## src/rtl/mux21_2bits_rr_stage.sv

```systemverilog
// Two buffered 2-bit input streams merged by a round-robin arbiter into a
// registered valid/ready output that feeds the 2-bit output flop stage.

module mux21_2bits_rr_fifo #(
    parameter int DATA_W = 2,
    parameter int DEPTH  = 2
) (
    input  logic              clk,
    input  logic              reset,
    input  logic              in_valid,
    input  logic [DATA_W-1:0] in_data,
    output logic              in_ready,
    input  logic              pop,
    output logic [DATA_W-1:0] head,
    output logic              not_empty
);
    localparam int AW = $clog2(DEPTH);
    localparam int CW = AW + 1;
    localparam logic [CW-1:0] FULL = CW'(DEPTH);

    logic [DEPTH-1:0][DATA_W-1:0] mem;
    logic [AW-1:0]                wptr, rptr;
    logic [CW-1:0]                count;
    logic                         push;

    // Ready depends on the registered count only, so a pop never frees a slot
    // for a push in the same cycle.
    assign in_ready  = count < FULL;
    assign push      = in_valid && in_ready;
    assign head      = mem[rptr];
    assign not_empty = count != '0;

    always_ff @(posedge clk) begin
        if (reset) begin
            wptr  <= '0;
            rptr  <= '0;
            count <= '0;
        end else begin
            if (push) wptr <= wptr + 1'b1;
            if (pop)  rptr <= rptr + 1'b1;
            case ({push, pop})
                2'b10:   count <= count + 1'b1;
                2'b01:   count <= count - 1'b1;
                default: count <= count;
            endcase
        end
    end

    always_ff @(posedge clk) begin
        if (!reset && push) mem[wptr] <= in_data;
    end
endmodule

module mux21_2bits_rr_stage #(
    parameter int DATA_W = 2,
    parameter int DEPTH  = 2
) (
    input  logic              clk,
    input  logic              reset,
    input  logic              in0_valid,
    input  logic [DATA_W-1:0] in0_data,
    output logic              in0_ready,
    input  logic              in1_valid,
    input  logic [DATA_W-1:0] in1_data,
    output logic              in1_ready,
    input  logic              out_ready,
    output logic              out_valid,
    output logic [DATA_W-1:0] out_data,
    output logic              out_sel
);
    logic [1:0]             ch_valid, ch_ready, ch_pop, ch_ne;
    logic [1:0][DATA_W-1:0] ch_data, ch_head;
    logic                   last_grant, load, any, winner;

    assign ch_valid  = {in1_valid, in0_valid};
    assign ch_data   = {in1_data, in0_data};
    assign in0_ready = ch_ready[0];
    assign in1_ready = ch_ready[1];

    for (genvar c = 0; c < 2; c++) begin : g_ch
        mux21_2bits_rr_fifo #(.DATA_W(DATA_W), .DEPTH(DEPTH)) u_fifo (
            .clk       (clk),
            .reset     (reset),
            .in_valid  (ch_valid[c]),
            .in_data   (ch_data[c]),
            .in_ready  (ch_ready[c]),
            .pop       (ch_pop[c]),
            .head      (ch_head[c]),
            .not_empty (ch_ne[c])
        );
    end

    // Under contention the channel that did not win last time is granted.
    always_comb begin
        load   = !out_valid || out_ready;
        any    = |ch_ne;
        winner = (&ch_ne) ? ~last_grant : ch_ne[1];
        ch_pop = '0;
        if (load && any) ch_pop[winner] = 1'b1;
    end

    always_ff @(posedge clk) begin
        if (reset) begin
            out_valid  <= 1'b0;
            out_data   <= '0;
            out_sel    <= 1'b0;
            last_grant <= 1'b1;
        end else if (load) begin
            out_valid <= any;
            if (any) begin
                out_data   <= ch_head[winner];
                out_sel    <= winner;
                last_grant <= winner;
            end
        end
    end
endmodule
```

## config.mk

```make
export PLATFORM = sky130hd
export DESIGN_NAME = mux21_2bits_rr_stage
export DESIGN_NICKNAME = d
export VERILOG_FILES = /design/src/rtl/mux21_2bits_rr_stage.sv
export SDC_FILE = /design/constraint.sdc
export NUM_CORES = 1
export LEC_CHECK = 0
export ABC_AREA = 0
export BUFFER_PORTS_ARGS = -buffer_cell sky130_fd_sc_hd__buf_4
export CORE_AREA = 2 2 53 55
export DETAILED_ROUTE_END_ITERATION = 7
export DIE_AREA = 0 0 55 57
export HOLD_SLACK_MARGIN = 0.12
export SLEW_MARGIN = 10
export SYNTH_ARGS = -nofsm -noshare
export SYNTH_HDL_FRONTEND = slang
export SYNTH_SLANG_ARGS = --single-unit
export TNS_END_PERCENT = 100
```

## constraint.sdc

```tcl
create_clock -name clk -period 2.3 [get_ports clk]
set_input_delay 0.23 -clock clk [delete_from_list [all_inputs] [get_ports clk]]
set_output_delay 0.23 -clock clk [all_outputs]
set_load 0.01 [all_outputs]
```

==> impl_results.md <==
- Commonest cells after routing, fill and taps aside: 14 x sky130_fd_sc_hd__buf_4, 13 x sky130_fd_sc_hd__dfxtp_1, 8 x sky130_fd_sc_hd__edfxtp_1
- First-pass GRT wire length: 2.773 mm
- Crit path largest cell delay: 0.40 ns
- Utilization after layout: 43.49%
- Max capacitance violation total: 0
- #FFs+latches synth: 21
- Portion of the post-synthesis area used by sequential elements: 51.75%
- Worst Min Path Start: reset
- Clock skew: 0.001811 ns
- Final count of hold timing violations: 0
- Half-perimeter wire length after detailed placement: 1.169 mm
- Clock-pin slew on the worst setup and hold paths: 0.11 ns
- Capturing element type of the critical path: flop
- Share of cells above drive strength 1: 24.53%
- Number of antenna violations at the first check in global routing: 0
- # rows: 19
- Dpl ws: 0.5281 ns
- Data arrival time of the critical path: 2.05 ns
- H-Tree Level Count: 1
- Endpoint with the worst hold slack: out_sel$_SDFFE_PP0N_
- Top cell type's share of synthesized area: 26.91%
- Warning count from the yosys run: 0
- Post-synth cell types: 29
- Total iterations of the first detailed-routing run: 4
- Initial core utilization: 36.99%
- RePlAce Congestion: 0.7232
- Startpoint-to-endpoint class of the critical path: flop to flop
- Worst Reg-to-Reg Cells: 6
- Register area: 500.5 µm²
- Startpoint type of the worst setup path: flop
- Pwr dens: 1140 nW/µm²
- Clk root buf: sky130_fd_sc_hd__clkbuf_4
- Final worst-path setup slack: 0.4819 ns
- Synthesized netlist cell count: 90
- Detailed-route wire length per cell: 12.12 µm
- Final #Nets: 118
- Count of filler cells inserted in the layout: 261
- Synth Flop Type: sky130_fd_sc_hd__dfxtp_1
- Final Max Tran Viols: 0
- Global-route usage over all layers: 12.15%
- Syn_nets: 101
- Number of non-filler instances in the completed layout: 137
- Number of global-route vias before repair: 657
- Number of vias per cell after detailed routing: 4.912
- Hold WS: 0.2225 ns
- Number of antenna-violating nets in the routed design: 0
- Number of buffers inserted to repair setup after CTS: 0
- RSZ-0062 raised after global routing: no
- Global-route congestion overflow total: 0
- Worst min-delay path class: input port to flop
- Cell breakdown of the critical path: or2_2 -> nand3_1 -> inv_1 -> ha_1 -> or3_1 -> a21oi_1
- Most common cell after layout, fill and taps aside: sky130_fd_sc_hd__buf_4
- Worst r2r dst: g_ch[1].u_fifo.count[1]$_SDFFE_PP0P_
- TritonCTS clock tree: yes
- Highest-delay cell along the critical path: sky130_fd_sc_hd__dfxtp_1
- Critical Path RT: 2.53 ns
- Die extent in x: 55 µm
- Number of enable-type register cells in the synthesized netlist: 8
- Signed area change from the synthesized netlist to the final layout: 17.59%
- Clock period minus final worst setup slack: 1.818 ns
- Worst vdd rail ir drop: 534.6 µV
- Core region area: 2615 µm²
- Synth Area per Inst: 10.75 µm²
- Number of cells on the worst hold path: 2
- Maximum clock frequency: 0.5500 GHz
- Die area: 3135 µm²
- Total area of multi-input combinational cells: 415.4 µm²
- Sum Neg Setup Slack: 0 ns
- Result of the run: finished, final reports clean
- Total clock sinks: 21
- Endpoints failing setup: 0
- Largest net degree at the start of global routing: 18
- Slew margin rel.: 69.31%
- Crit share post-route: 79.05%
- DRC viols: 0
- Skew-Pair Late Insertion Delay: 0.29 ns
- Drt first-iter violations: 16
- Top cells by area, synth: sky130_fd_sc_hd__dfxtp_1 27%, sky130_fd_sc_hd__edfxtp_1 25%, sky130_fd_sc_hd__mux2_2 4.7%, sky130_fd_sc_hd__o21ai_0 3.6%, sky130_fd_sc_hd__xor2_1 3.6%
- Worst flop-to-flop path startpoint: g_ch[1].u_fifo.count[0]$_SDFFE_PP0P_
- Leakage power summed over all cells: 0.4327 nW
- Number of buffers created by CTS: 3
- Placed Cells: 129
- Async set or reset register ratio after synthesis: 0%
- Floorplan die height: 57 µm
- Cell Area, Synth: 967.2 µm²
- Wire length reported by the detailed router: 1.660 mm
- Input/output buffers: 14
- Clock Tree Buf Depth: 2
- Setup slack of the most critical reg-to-reg path: 0.48 ns
- Largest area contributor in the synthesized netlist: sky130_fd_sc_hd__dfxtp_1
- I/O pin total: 15
- Number of buffer and inverter stages on the critical path: 1
- Worst Path Max Fanout: 7
- Crit path max-delay family: simple AND/OR/NAND/NOR gates
- Total inserted antenna cells: 0
- Worst Tran Pin Value: 0.4566 ns
- Count of vias placed by the detailed router: 673
==> kinds of logic (layout without fill, tap and decap cells) <==
group           count (synthesis)  in the layout  synth area share, %
compound gates                 20             20                12.16
simple gates                   28             28                18.11
xor+xnor                        6              6                5.433
mux                             4              4                4.657
flops                          21             21                51.75
buf+inv                         9             25                5.304
fa+ha+maj                       2              2                2.587
==> layer usage <==
metal  vias to the layer above  share of wire, %  global-route usage [%]
met2                        18                44                   17.86
met4                         0              0.72                   6.272
met5                         -                 0                       0
met3                         2               5.4                   2.356
met1                       298                50                   16.72
li1                        355                 -                       -
==> final cells by class <==
cell class | instances | share of cell area, %
flip-flops and latches | 21 | 44.00
multi-input cells | 60 | 36.52
repair buffers | 18 | 12.76
well taps | 31 | 3.410
clock buffers | 4 | 2.310
inverters | 3 | 0.9901
==> worst max path at each step <==
stage / start / end / slack [ns] / cells past startpoint
floorplan: g_ch[1].u_fifo.count[0]$_SDFFE_PP0P_ / g_ch[1].u_fifo.count[1]$_SDFFE_PP0P_ / 0.57 / 7
global placement: g_ch[1].u_fifo.count[0]$_SDFFE_PP0P_ / g_ch[1].u_fifo.count[1]$_SDFFE_PP0P_ / 0.56 / 6
detailed placement: g_ch[1].u_fifo.count[0]$_SDFFE_PP0P_ / g_ch[1].u_fifo.count[1]$_SDFFE_PP0P_ / 0.53 / 6
CTS: g_ch[1].u_fifo.count[0]$_SDFFE_PP0P_ / g_ch[1].u_fifo.count[1]$_SDFFE_PP0P_ / 0.48 / 6
global route: g_ch[1].u_fifo.count[0]$_SDFFE_PP0P_ / g_ch[1].u_fifo.count[1]$_SDFFE_PP0P_ / 0.35 / 6
finish: g_ch[1].u_fifo.count[0]$_SDFFE_PP0P_ / g_ch[1].u_fifo.count[1]$_SDFFE_PP0P_ / 0.48 / 6
==> stage by stage <==
stage	power [mW]	cell area, µm²
floorplan	1.006	967.2
global placement	1.113	1071
detailed placement	1.128	1071
CTS	1.314	1137
global route	1.412	1137
finish	1.296	1137
==> flip-flops by register name, summed over array words and instances, names as in the netlist <==
| signal | count |
|---|---|
| g_ch.u_fifo.rptr | 2 |
| g_ch.u_fifo.mem | 8 |
| g_ch.u_fifo.count | 4 |
| last_grant | 1 |
| g_ch.u_fifo.wptr | 2 |
| out_data | 2 |
| out_sel | 1 |
| out_valid | 1 |
==> what timing repair did <==
action                                 CTS  global route
hold buffers                             4             0
endpoints found under the hold margin    8             0
resized for setup                        0             0
==> power by group <==
part / total [mW] / internal [mW] / leakage, nW / switching (mW)
registers: 0.588 / 0.485 / 0.181 / 0.103
logic: 0.538 / 0.280 / 0.237 / 0.257
clock network: 0.171 / 0.0674 / 0.0150 / 0.103
==> Yosys cell counts (all sizes together) (3+ instances only) <==
cell type,number
inv,3
nor3,3
nor2,6
mux2,4
dfxtp,13
edfxtp,8
buf,4
o21ai,7
a21oi,6
nand4,4
xor2,4
nand2b,3
No activity file was read; power rests on OpenSTA's default activity.
